## src/rtl/hazard_stall_ctrl_pkg.sv

```systemverilog
// Shared types for the ID-stage hazard/stall controller: FSM states, control bundle
// and the RUN-state default control values.
package hazard_pkg;

    typedef enum logic {
        RUN      = 1'b0,
        LU_STALL = 1'b1
    } state_e;

    localparam int REG_ZERO = 0;

    typedef struct packed {
        logic pc_write;
        logic if_id_write;
        logic mux_write;
        logic if_id_flush;
        logic freeze;
    } ctrl_t;

    function automatic ctrl_t run_ctrl();
        ctrl_t c;
        c.pc_write    = 1'b1;
        c.if_id_write = 1'b1;
        c.mux_write   = 1'b1;
        c.if_id_flush = 1'b0;
        c.freeze      = 1'b0;
        return c;
    endfunction

endpackage

```

## src/rtl/hazard_stall_ctrl_load_use_detect.sv

```systemverilog
// Combinational load-use comparator; also shared with the forwarding-unit checks.
module load_use_detect
    import hazard_pkg::*;
#(
    parameter int REG_ADDR_W = 5
) (
    input  logic                  i_mem_read,
    input  logic [REG_ADDR_W-1:0] i_rd,
    input  logic [REG_ADDR_W-1:0] i_rs1,
    input  logic [REG_ADDR_W-1:0] i_rs2,
    input  logic                  i_uses_rs2,
    output logic                  o_lu
);

    logic w_rd_nz;
    logic w_rs1_hit;
    logic w_rs2_hit;

    // x0 is hardwired zero, so a load targeting it can never produce a hazard
    assign w_rd_nz   = (i_rd != REG_ADDR_W'(REG_ZERO));
    assign w_rs1_hit = (i_rd == i_rs1);
    assign w_rs2_hit = i_uses_rs2 & (i_rd == i_rs2);
    assign o_lu      = i_mem_read & w_rd_nz & (w_rs1_hit | w_rs2_hit);

endmodule

```

## src/rtl/hazard_stall_ctrl.sv

```systemverilog
// ID-stage hazard/stall controller with Mealy outputs (bubble the instruction in ID this cycle).
// Optional perf counters enabled by defining HAZARD_PERF_CNT_EN.
module hazard_stall_ctrl
    import hazard_pkg::*;
#(
    parameter int REG_ADDR_W        = 5,
    parameter int LOAD_STALL_CYCLES = 1
`ifdef HAZARD_PERF_CNT_EN
    ,
    parameter int CNT_W             = 16
`endif
) (
    input  logic                  clk,
    input  logic                  reset_n,
    input  logic                  ID_EX_MemRead,
    input  logic [REG_ADDR_W-1:0] ID_EX_rd,
    input  logic [REG_ADDR_W-1:0] IF_ID_rs1,
    input  logic [REG_ADDR_W-1:0] IF_ID_rs2,
    input  logic                  IF_ID_uses_rs2,
    input  logic                  Branch_Taken,
    input  logic                  Mem_Busy,
`ifdef HAZARD_PERF_CNT_EN
    output logic [CNT_W-1:0]      stall_cycles,
    output logic [CNT_W-1:0]      flush_events,
`endif
    output logic                  PCWrite,
    output logic                  IF_ID_Write,
    output logic                  Mux_Write,
    output logic                  IF_ID_Flush,
    output logic                  Freeze
);

    localparam logic [1:0] STALL_INIT = 2'(LOAD_STALL_CYCLES - 1);

    state_e     r_state, w_next_state;
    logic [1:0] r_cnt, w_next_cnt;
    logic       w_lu;
    ctrl_t      w_ctrl;

    load_use_detect #(.REG_ADDR_W(REG_ADDR_W)) u_lu (
        .i_mem_read (ID_EX_MemRead),
        .i_rd       (ID_EX_rd),
        .i_rs1      (IF_ID_rs1),
        .i_rs2      (IF_ID_rs2),
        .i_uses_rs2 (IF_ID_uses_rs2),
        .o_lu       (w_lu)
    );

    always_ff @(posedge clk or negedge reset_n) begin
        if (!reset_n) begin
            r_state <= RUN;
            r_cnt   <= 2'd0;
        end else begin
            r_state <= w_next_state;
            r_cnt   <= w_next_cnt;
        end
    end

    // Mem_Busy holds everything: EX contents are frozen, so branch/lu are re-seen later
    always_comb begin
        w_next_state = r_state;
        w_next_cnt   = r_cnt;
        if (Mem_Busy) begin
            w_next_state = r_state;
        end else if (Branch_Taken) begin
            w_next_state = RUN;
            w_next_cnt   = 2'd0;
        end else if (r_state == LU_STALL) begin
            w_next_cnt = r_cnt - 2'd1;
            if (r_cnt == 2'd1) w_next_state = RUN;
        end else if (w_lu && (LOAD_STALL_CYCLES > 1)) begin
            w_next_state = LU_STALL;
            w_next_cnt   = STALL_INIT;
        end
    end

    always_comb begin
        w_ctrl = run_ctrl();
        if (!reset_n) begin
            w_ctrl = '0;
        end else if (Mem_Busy) begin
            w_ctrl.freeze      = 1'b1;
            w_ctrl.pc_write    = 1'b0;
            w_ctrl.if_id_write = 1'b0;
        end else if (Branch_Taken) begin
            w_ctrl.if_id_flush = 1'b1;
            w_ctrl.mux_write   = 1'b0;
        end else if ((r_state == LU_STALL) || w_lu) begin
            w_ctrl.pc_write    = 1'b0;
            w_ctrl.if_id_write = 1'b0;
            w_ctrl.mux_write   = 1'b0;
        end
    end

    assign PCWrite     = w_ctrl.pc_write;
    assign IF_ID_Write = w_ctrl.if_id_write;
    assign Mux_Write   = w_ctrl.mux_write;
    assign IF_ID_Flush = w_ctrl.if_id_flush;
    assign Freeze      = w_ctrl.freeze;

`ifdef HAZARD_PERF_CNT_EN
    logic [CNT_W-1:0] r_stall_cycles;
    logic [CNT_W-1:0] r_flush_events;

    always_ff @(posedge clk or negedge reset_n) begin
        if (!reset_n) begin
            r_stall_cycles <= '0;
            r_flush_events <= '0;
        end else if (!w_ctrl.freeze) begin
            if (!w_ctrl.mux_write && !Branch_Taken && (r_stall_cycles != '1))
                r_stall_cycles <= r_stall_cycles + 1'b1;
            if (w_ctrl.if_id_flush && (r_flush_events != '1))
                r_flush_events <= r_flush_events + 1'b1;
        end
    end

    assign stall_cycles = r_stall_cycles;
    assign flush_events = r_flush_events;
`endif

endmodule

```

## config.mk

```make
export PLATFORM = sky130hd
export DESIGN_NAME = hazard_stall_ctrl
export DESIGN_NICKNAME = d
export VERILOG_FILES = /design/src/rtl/hazard_stall_ctrl_pkg.sv /design/src/rtl/hazard_stall_ctrl_load_use_detect.sv /design/src/rtl/hazard_stall_ctrl.sv
export SDC_FILE = /design/constraint.sdc
export NUM_CORES = 1
export LEC_CHECK = 0
export ABC_AREA = 1
export ABC_CLOCK_PERIOD_IN_PS = 3700
export CAP_MARGIN = 20
export CELL_PAD_IN_SITES_DETAIL_PLACEMENT = 1
export CELL_PAD_IN_SITES_GLOBAL_PLACEMENT = 1
export CORE_MARGIN = 2
export CORE_UTILIZATION = 22
export DETAILED_ROUTE_END_ITERATION = 16
export PLACE_DENSITY = 0.89
export SLEW_MARGIN = 20
export SYNTH_ARGS = -nofsm -noshare
export SYNTH_HDL_FRONTEND = slang
export SYNTH_SLANG_ARGS = --single-unit
```

## constraint.sdc

```tcl
create_clock -name clk -period 3.7 [get_ports clk]
set_clock_uncertainty 0.1 [all_clocks]
set_input_delay 0.925 -clock clk [delete_from_list [all_inputs] [get_ports clk]]
set_output_delay 0.925 -clock clk [all_outputs]
set_load 0.02 [all_outputs]
```

-- Yosys cells after proc, flatten, opt, wreduce, memory -nomap -nowiden
Cells that the tools add are included.
- register bits after elaboration: 3
- word-level logic and storage cells: 28
- add/sub/neg operators: 1
- equality and inequality tests: 3
- multiplexer cells: 13
- bitwise operators: 5
- reductions and logical operators: 4
- operators with widths (kind ; number):
    == test 5 bit ; 2
    2-to-1 mux 2 bit ; 5
    2-to-1 mux 1 bit ; 6
    2-to-1 mux 5 bit ; 1
    nonzero test 5 bit ; 1
    bitwise AND 1 bit ; 3
    2-to-1 mux 3 bit ; 1
    == test 2 x 1 -> 1 bit (second input constant) ; 1
    AND reduction 2 bit ; 1
    nonzero test 2 bit ; 1
    subtractor 2 x 1 -> 2 bit (second input constant) ; 1
    logical OR 1 bit ; 1
    inverter 1 bit ; 1
    bitwise OR 1 bit ; 1

-- Depth between registers and ports, before layout
- depth in word-level cells: 9
- gate-level depth with buffers: 10
- depth with buffers taken out: 9

-- By module
Synthesis repeated with hierarchy kept, for this count alone.
- cells, all modules: 82
- area, all modules: 405.4 sq um
- modules (own cells, without submodules) (module ; times used ; cells an instance ; area an instance (sq um) ; sequential area each (sq um)):
    load_use_detect ; 1 ; 52 ; 206.4 ; 0.0
    hazard_stall_ctrl ; 1 ; 30 ; 198.9 ; 75.1

-- Worst setup path before layout
No wires, ideal clock.
- path type: input-to-output
- from: input port Branch_Taken
- to: output port PCWrite
- data arrival time: 1.987 ns
- slack: 0.688 ns
- stages: 5
- path buffers: 1
- path through: inv_1 -> nor3_1 -> inv_1 -> nand2_1 -> buf_4
- longest elaborated chain between the ends: 3
- RTL lines (item ; RTL line ; source):
    start, declared ; hazard_stall_ctrl.sv:20 ; input logic Branch_Taken,
    2-to-1 mux 2 bit ; hazard_stall_ctrl.sv:85 ; end else if (Branch_Taken) begin
    2-to-1 mux 2 bit ; hazard_stall_ctrl.sv:81 ; end else if (Mem_Busy) begin
    2-to-1 mux 5 bit ; hazard_stall_ctrl.sv:79 ; if (!reset_n) begin
    end, declared ; hazard_stall_ctrl.sv:26 ; output logic PCWrite,
Every way passes these cells.

-- Final worst setup path
- from: input port Branch_Taken
- to: output port IF_ID_Flush
- longest elaborated chain between the ends: 3
- RTL lines (item ; RTL line ; source):
    2-to-1 mux 1 bit ; hazard_stall_ctrl.sv:85 ;
    2-to-1 mux 2 bit ; hazard_stall_ctrl.sv:81 ;
    2-to-1 mux 5 bit ; hazard_stall_ctrl.sv:79 ;
    end, declared ; hazard_stall_ctrl.sv:29 ; output logic IF_ID_Flush,
Every way passes these cells.

==> impl_metrics.yaml <==
yosys:
  netlist_area_um2: 408
  synth_warnings: 0
  ys_dominant_reg_cell: "sky130_fd_sc_hd__dfrtp_1"
  synthArstFlopShare_pct: 100
  synth.top_cells.by_count: "sky130_fd_sc_hd__nand2_1, sky130_fd_sc_hd__inv_1, sky130_fd_sc_hd__nor2_1"
  yosysMostFrequentCell: "sky130_fd_sc_hd__nand2_1"
  synthesis.instances: 81
  syn-num-nets: 103
  synthesized_flop_and_latch_total: 3
  synth_seq_area_share_pct: 18.4
  synthTopCellsByArea: "sky130_fd_sc_hd__nand2_1, sky130_fd_sc_hd__dfrtp_1, sky130_fd_sc_hd__inv_1"
  synth_top_area_share_pct: 30.4
  most_area_hungry_cell_type_in_the_yosys_netlist: "sky130_fd_sc_hd__nand2_1"
  number_of_flops_mapped_to_enable_cells_by_yosys: 0
  avgSynthCellArea_um2: 5.04
  synth.lib_cells_used.distinct: 14
power:
  power.switching_fraction_pct: 30.4
  clock_power_share_pct: 33.1
  pwr-share-comb_pct: 43.0
  max_ir_drop_vdd_uv: 126
  internal-power_uw: 117
  static-leakage-power_uw: 0.000429
  seq_power_share_pct: 23.9
  cellPowerDensity_mw_per_mm2: 232
  power.switching_uw: 51.0
clock_tree:
  cts_buffer_depth: 2
  insertion_delay_of_the_later_clocked_pin_in_the_worst_skew_pair_ns: 0.23
  postCtsHoldBufs: 0
  cts_htree_levels: 1
  path_clk_slew_ns: 0.04
  root_buffer: "sky130_fd_sc_hd__clkbuf_4"
  cts_tree: "done"
  cts_inserted_buffers: 3
  cts_sinks: 3
critical_path:
  cp-end-kind: "output port"
  cp_slowest_cell: "sky130_fd_sc_hd__clkdlybuf4s50_1"
  timing.critical_path.cells: "clkdlybuf4s50_1 > inv_1 > nor3_1 > clkdlybuf4s50_1"
  critical-path-top-cell-by-count: "sky130_fd_sc_hd__clkdlybuf4s50_1"
  critical-path-max-stage-delay_ns: 0.66
  worstPathArrival_ns: 2.47
  critical_path_required_ns: 2.67
  critPathMaxFanout: 4
  critical_path_class: "primary input to output port"
  start_kind: "primary input"
die:
  core-area_mm2: 0.00173
  design.portCount: 26
  design.die.area_mm2: 0.00221
  placementRows: 15
  die_width_um: 47.1
  initial_utilization_pct: 23.6
  floorplan.die.height_um: 47.1
grt:
  overall_fraction_of_global_route_tracks_in_use_pct: 13.9
  antenna_found_initial: 0
  grt_first_pass_wirelength_mm: 2.14
  grt_remaining_overflow: 0
  via_count_of_the_first_global_routing_pass: 547
  grt_start_max_net_pins: 6
placed_design:
  gp_routability_congestion: 0.700
  post-place-ws_ns: 0.0727
  io_buffer_count: 25
  dp_hpwl_mm: 1.12
routing:
  initialDrtViolationCount: 5
  drt-wirelength-per-cell_um: 9.06
  detail_route.wirelength_mm: 1.22
  dr_total_vias: 558
  drt_drc_violations_left: 0
  detail_route.first_pass.iterations: 4
  post_drt_via_cell_ratio: 4.13
  antenna_violating_nets_post_route: 0
final_layout:
  final-seq-area_um2: 75.1
  fillers: 252
  multiInputGateArea_um2: 246
  area_overhead_of_the_layout_relative_to_synthesis_pct: 77.3
  antenna_cells_inserted: 0
  fin_nets: 133
  final_layout_size_suffix_gt1_share_pct: 7.27
timing:
  slew_viols_final: 0
  final_worst_setup_slack_ns: 0.207
  max-slew-margin-rel_pct: 82.8
  setup_viol_count_final: 0
  setup_total_negative_slack_ns: 0
  finalCriticalPeriod_ns: 3.49
  fmaxAchievable_mhz: 286
  tightest_slew_ns: 0.256
  layout_worst_path_cycle_share_pct: 94.4
  setup_repair_after_global_routing_missed_its_margin: "no"
  hold_viol: 0
job:
  cap_violations: 0
status:
  run_status: "finished clean"
min_path:
  worstHoldPathType: "flip-flop to flip-flop"
-- critical path: cells and delay by family --
family | cells | cell delay, ns
buf+inv | 3 | 1.28
simple gates | 1 | 0.26
-- per-stage QoR --
stage	cells	hold WS, ns	power (uW)	area, um2	utilization, %
global placement	131	0.400	111	689	39.9
global route	135	0.461	186	723	41.9
finish	135	0.439	168	723	41.9
CTS	135	0.439	173	716	41.4
floorplan	81	0.387	74.0	408	-
detailed placement	131	0.432	114	689	39.9
-- power groups by stage --
stage               Sequential (uW)  Clock, uW  Combinational (uW)
finish                         40.1       55.5                72.0
global route                   40.6       65.1                80.8
CTS                            40.0       58.4                74.2
detailed placement             40.4          0                73.8
global placement               39.9          0                70.7
floorplan                      39.6          0                34.4
-- metal layers --
metal  share of wire [%]  wire length [um]  up-vias  GRT usage (%)
li1                    -                 -      297              -
met1                  42               508      247           15.3
met2                  54               656       14           24.7
met3                 4.7                58        0           3.46
met4                   0                 0        0           6.67
met5                   0                 0        -              0
-- final cells by class --
class | count | area share (%)
repair buffers | 26 | 36.7
multi-input cells | 56 | 34.1
inverters | 21 | 10.9
flip-flops and latches | 3 | 10.4
well taps | 25 | 4.33
clock buffers | 4 | 3.63
-- registers in the layout (all words and copies together), names as in the netlist --
name	count
r_state	1
r_cnt	2
-- what timing repair did --
| action | CTS | global route |
|---|---|---|
| setup endpoints to repair | 0 | 3 |
| buffers inserted | 0 | 0 |
| resized for setup | 0 | 3 |
-- path summary, 6_finish.rpt --
check / from / end / slack (ns) / cells past startpoint
worst min-delay path: r_cnt[0] / r_cnt[0] / 0.44 / 1
min in group asynchronous: reset_n / r_state / 0.90 / 2
max in group asynchronous: reset_n / r_cnt[1] / 2.50 / 2
worst max register to register: r_cnt[0] / r_cnt[1] / 2.62 / 3
worst max-delay path: Branch_Taken / IF_ID_Flush / 0.21 / 4
worst min register to register: r_cnt[0] / r_cnt[0] / 0.44 / 1
-- kinds of logic after synthesis --
logic type	count (synthesis)	synth area share [%]
compound gates	5	7.67
xor+xnor	1	2.15
fa+ha+maj	1	3.07
buf+inv	22	21.2
flops	3	18.4
simple gates	49	47.5
-- cells in the final DEF (no fill, tap or decap) --
master / instances
sky130_fd_sc_hd__o21a_1: 1
sky130_fd_sc_hd__dfrtp_1: 3
sky130_fd_sc_hd__inv_2: 3
sky130_fd_sc_hd__nand3_1: 3
sky130_fd_sc_hd__nor2_1: 9
sky130_fd_sc_hd__ha_1: 1
sky130_fd_sc_hd__o21ai_0: 3
sky130_fd_sc_hd__buf_4: 1
sky130_fd_sc_hd__dlymetal6s2s_1: 3
sky130_fd_sc_hd__clkbuf_1: 1
sky130_fd_sc_hd__a21oi_2: 1
sky130_fd_sc_hd__nor3_1: 3
sky130_fd_sc_hd__inv_1: 18
sky130_fd_sc_hd__nand4_1: 1
sky130_fd_sc_hd__clkdlybuf4s50_1: 22
sky130_fd_sc_hd__nand2_1: 33
sky130_fd_sc_hd__clkbuf_4: 3
sky130_fd_sc_hd__xnor2_1: 1
Note: power is estimated with default switching activity, not from simulation.
